### src/rtl/cacheline_arbiter.sv
// Arbitrates the I-cache and D-cache miss paths onto one physical-memory cacheline port.
// Define ARB_ROUND_ROBIN_EN for round-robin tie-breaking; default is fixed D-cache priority.
module cacheline_arbiter #(
  parameter int ADDR_W = 32,
  parameter int LINE_W = 256
) (
  input  logic              clk,
  input  logic              rst,
  input  logic              i_read,
  input  logic [ADDR_W-1:0] i_address,
  output logic [LINE_W-1:0] i_rdata,
  output logic              i_resp,
  input  logic              d_read,
  input  logic              d_write,
  input  logic [ADDR_W-1:0] d_address,
  input  logic [LINE_W-1:0] d_wdata,
  output logic [LINE_W-1:0] d_rdata,
  output logic              d_resp,
  output logic              pmem_read,
  output logic              pmem_write,
  output logic [ADDR_W-1:0] pmem_address,
  output logic [LINE_W-1:0] pmem_wdata,
  input  logic [LINE_W-1:0] pmem_rdata,
  input  logic              pmem_resp,
  output logic [2:0]        o_dbg_state
);

  typedef enum logic [2:0] {
    IDLE   = 3'd0,
    MEM_I  = 3'd1,
    MEM_D  = 3'd2,
    RESP_I = 3'd3,
    RESP_D = 3'd4
  } state_e;

  state_e            r_state;
  state_e            w_state_next;
  logic [ADDR_W-1:0] r_addr;
  logic [LINE_W-1:0] r_wdata;
  logic [LINE_W-1:0] r_line;
  logic              r_op_write;
  logic              w_i_req;
  logic              w_d_req;
  logic              w_d_wins;
  logic              w_grant_i;
  logic              w_grant_d;
  logic              w_in_mem;

  assign w_i_req  = i_read;
  assign w_d_req  = d_read | d_write;
  assign w_in_mem = (r_state == MEM_I) || (r_state == MEM_D);

`ifdef ARB_ROUND_ROBIN_EN
  // Set when the I-cache held the most recent grant; D wins a tie only then.
  logic r_last_i;

  always_ff @(posedge clk or negedge rst) begin
    if (!rst) begin
      r_last_i <= 1'b1;
    end else if (w_grant_i) begin
      r_last_i <= 1'b1;
    end else if (w_grant_d) begin
      r_last_i <= 1'b0;
    end
  end

  assign w_d_wins = r_last_i;
`else
  assign w_d_wins = 1'b1;
`endif

  always_comb begin
    w_state_next = r_state;
    w_grant_i    = 1'b0;
    w_grant_d    = 1'b0;
    case (r_state)
      IDLE: begin
        if (w_d_req && (!w_i_req || w_d_wins)) begin
          w_grant_d    = 1'b1;
          w_state_next = MEM_D;
        end else if (w_i_req) begin
          w_grant_i    = 1'b1;
          w_state_next = MEM_I;
        end
      end
      MEM_I:   if (pmem_resp) w_state_next = RESP_I;
      MEM_D:   if (pmem_resp) w_state_next = RESP_D;
      RESP_I:  w_state_next = IDLE;
      RESP_D:  w_state_next = IDLE;
      default: w_state_next = IDLE;
    endcase
  end

  always_ff @(posedge clk or negedge rst) begin
    if (!rst) begin
      r_state    <= IDLE;
      r_addr     <= '0;
      r_wdata    <= '0;
      r_line     <= '0;
      r_op_write <= 1'b0;
    end else begin
      r_state <= w_state_next;
      if (w_grant_i) begin
        r_addr     <= i_address;
        r_op_write <= 1'b0;
      end else if (w_grant_d) begin
        r_addr     <= d_address;
        r_wdata    <= d_wdata;
        // A simultaneous read+write from the D-cache is serviced as a write.
        r_op_write <= d_write;
      end
      if (w_in_mem && pmem_resp && !r_op_write) begin
        r_line <= pmem_rdata;
      end
    end
  end

  assign pmem_read    = w_in_mem && !r_op_write;
  assign pmem_write   = w_in_mem && r_op_write;
  assign pmem_address = r_addr;
  assign pmem_wdata   = r_wdata;
  assign i_resp       = (r_state == RESP_I);
  assign d_resp       = (r_state == RESP_D);
  assign i_rdata      = i_resp ? r_line : '0;
  assign d_rdata      = d_resp ? r_line : '0;
  assign o_dbg_state  = r_state;

endmodule

### config.mk
export PLATFORM = sky130hd
export DESIGN_NAME = cacheline_arbiter
export DESIGN_NICKNAME = d
export VERILOG_FILES = /design/src/rtl/cacheline_arbiter.sv
export SDC_FILE = /design/constraint.sdc
export NUM_CORES = 1
export LEC_CHECK = 0
export CORE_AREA = 10 10 539 541
export DETAILED_ROUTE_END_ITERATION = 7
export DIE_AREA = 0 0 549 551
export PLACE_DENSITY_LB_ADDON = 0.05
export SETUP_SLACK_MARGIN = 0.4
export SYNTH_ARGS = -nofsm -noshare
export SYNTH_HDL_FRONTEND = slang
export SYNTH_SLANG_ARGS = --single-unit
### constraint.sdc
create_clock -name clk -period 2.3 [get_ports clk]
set_clock_uncertainty 0.2 [all_clocks]
set_input_delay 0.345 -clock clk [delete_from_list [all_inputs] [get_ports clk]]
set_output_delay 0.345 -clock clk [all_outputs]
set_load 0.01 [all_outputs]
==> metrics.txt, run 1 <==
max-cap violation count 0; routability cong. ~0.74; Reg clk slew, reported paths roughly 0.050 ns; reg2reg end r_line[203]; cell with the most instances after synthesis dfrtp_1; EDFF count, synth 0; syn nets around 2400; largest net degree at the start of global routing 69; largest area contributor in the netlist dfrtp_1; CTS Root Cell clkbuf_16; TritonCTS buffer count 87; final core occ between 10% and 20%; global-route usage over all layers roughly an eighth; Async SR Flop Fraction between 90% and 100%; P_leak between 20 and 30 nW; Crit Reg-Reg Startpoint o_dbg_state[0]; sequential area share after synthesis roughly 55%; Fin. Hold Viols 0; # DRC 0; I/O Buffers about 1400; First DRT Iteration DRCs slightly below 900; post-route ant nets 0; CTS sink cnt ~550; Initial Utilization 8.97%; via-per-instance ratio about 3; CTS max path bufs 3; failing checks setup timing; Via Count 22541; Critical Path RT 1.75 ns; CP Launch Point o_dbg_state[2]; Die Wd about 550 microns; type of the worst setup path register to output port; DR WL/cell between 20 and 30 microns; Synth top area share between 50% and 60%; Synth Register Bits around 550; CP arrival 2.41 ns; slew of the pin with the lowest slew margin between 0.5 and 0.6 ns; Power Dens Cells 1190 nW/um^2; fin crit period 2.95 ns; Fmax approximately 0.34 GHz; Worst-Skew Late Latency ~0.69 ns; critical-path maximum fanout 7; routed wire length slightly above 200000 microns; drt pass-1 iters 4; maximum VDD drop between 0.0006 and 0.0007 V; Area contributors post-synth dfrtp_1 55%, mux2_4 14%, and2_1 13%; synth cell count leaders 548 x dfrtp_1, 512 x and2_1, 256 x mux2_1; vias in the first global route 24415; startpoint types register; pre-CTS WS -0.348 ns; synth unique cells 28; cell count after synthesis about 1800; CTS tree built; first-pass GRT wire length between 200000 and 300000 microns; Hold WS about 0.083 ns; synthesized area per cell around 14 sq um; Hold Crit Class primary input to register; Crit. End Element output port; post-DP HPWL approximately 170000 microns; Worst R2R Setup Slack -0.23 ns; Worst Reg-to-Reg Cells 7; Critical Path End d_rdata[185]; Mapped Area around 25000 sq um; FP Rows ~190; Yosys warning count 0; GRT overflow 0; Setup-failing EPs final ~830; status complete, but fails checks; htree depth 3; die height between 500 and 600 microns; P&R area growth vs syn 118%; worst setup margin -0.653 ns; initial antenna violation count roughly 110; Synth Flop Type dfrtp_1; num ports about 1400; slew margin rel. roughly three fifths; RSZ-0062 raised after global routing yes; Final Net Count ~4400; core box area roughly 280000 sq um; layout cell share with drive strength beyond 1 between 30% and 40%; Tcrit/Tclk final 128%; die area ~300000 sq um; Max Slew Vio Count 0
==> worst min path at each step <==
| stage | end | cells past startpoint | slack (ns) | start |
|---|---|---|---|---|
| after detailed placement | r_line[128] | 1 | 0.08 | rst |
| after global placement | r_line[128] | 1 | 0.08 | rst |
| after CTS | pmem_address[22] | 3 | 0.0002 | i_address[22] |
| after global routing | r_line[11] | 2 | 0.02 | pmem_rdata[11] |
| final | r_line[208] | 2 | 0.08 | pmem_rdata[208] |
| after floorplan | o_dbg_state[0] | 0 | -0.15 | rst |
==> critical path, stage by stage (launching register included) <==
cell	delay [ns]
dfrtp_1	0.40
nor3b_4	0.16
buf_6	0.13
buf_12	0.14
buf_12	0.15
buf_6	0.12
buf_12	0.12
buf_8	0.12
buf_6	0.11
and2_4	0.14
buf_6	0.11
==> per-stage QoR <==
stage	setup TNS, ns	power, mW	std cells	area (sq um)
after CTS	-540.15	66.8	7525	53700
after global placement	-143.84	50.9	6924	46100
after global routing	-424.25	68.9	7588	54400
final	-288.79	64.9	7605	54400
after detailed placement	-147.85	50.6	6924	46100
after floorplan	0	32.7	1786	26900
==> power breakdown <==
group,total [mW],leakage (nW),internal (mW),switching [mW]
Clock,14.0,1.43,8.16,5.85
Combinational,30.9,19.1,18.5,12.4
Sequential,20.0,6.43,14.6,5.37
==> repair_timing <==
item                                    CTS  global route
hold buffers                            417             0
pin swaps                                 8             1
endpoints found under the hold margin   962             0
resized for setup                       523           893
cloned                                   10             9
setup endpoints to repair              1352          1352
buffers inserted                         17            36
==> cell families (layout without fill, tap and decap cells) <==
family	count (synthesis)	count (layout)	share of synthesized area (%)
other	0	35	0
AOI/OAI and AO/OA	69	69	2.07
muxes	512	512	26.7
xor gates and xnor gates	1	1	0.0350
buffers and inverters	131	2191	3.21
and+or+nand+nor	525	525	13.2
DFF	548	548	54.8
==> area by class of cell <==
type | count | area (sq um)
clock buffers | 128 | 2500
fillers | 30412 | 224000
well taps | 3724 | 4660
clock inverters | 29 | 445
multi-input cells | 1107 | 12000
flip-flops and latches | 548 | 13700
diodes | 35 | 87.6
repair buffers | 2034 | 21000
==> sequential cells by signal (all words and copies together), names as in the netlist <==
name	count
pmem_wdata	256
r_line	256
pmem_address	32
o_dbg_state	3
r_op_write	1
==> layout by cell type, fill, tap and decap left out, types with 5 or more instances in the layout <==
cell type and n:
clkinv_16 6, dfrtp_1 548, clkbuf_2 74, and2_4 198
o22ai_1 32, buf_4 149, mux2_4 495, clkinv_2 13
clkbuf_1 24, buf_16 12, mux2_1 17, bufinv_16 5
buf_6 110, buf_8 13, clkdlybuf4s15_2 7, dlymetal6s2s_1 202
dlygate4sd3_1 416, buf_2 90, clkbuf_16 95, clkdlybuf4s50_1 876
a2bb2oi_1 32, and2_1 312, clkbuf_8 17, diode_2 35
buf_12 73
==> metal layers <==
metal  GRT usage (%)  vias up  wire, microns
li1                -    10115              -
met1            15.3    11088          85400
met2            21.0     1015          96900
met3            5.35      265          18500
met4            2.02       58           3610
met5               0        -            371
Power figures use the tool's default switching activity.
==> run 2, diff against run 1 <==
GPL_ROUTABILITY_DRIVEN = 1   (was default)
==> results of run 2 <==
No change in the layout: final DEF, timing and power equal those of run 1.
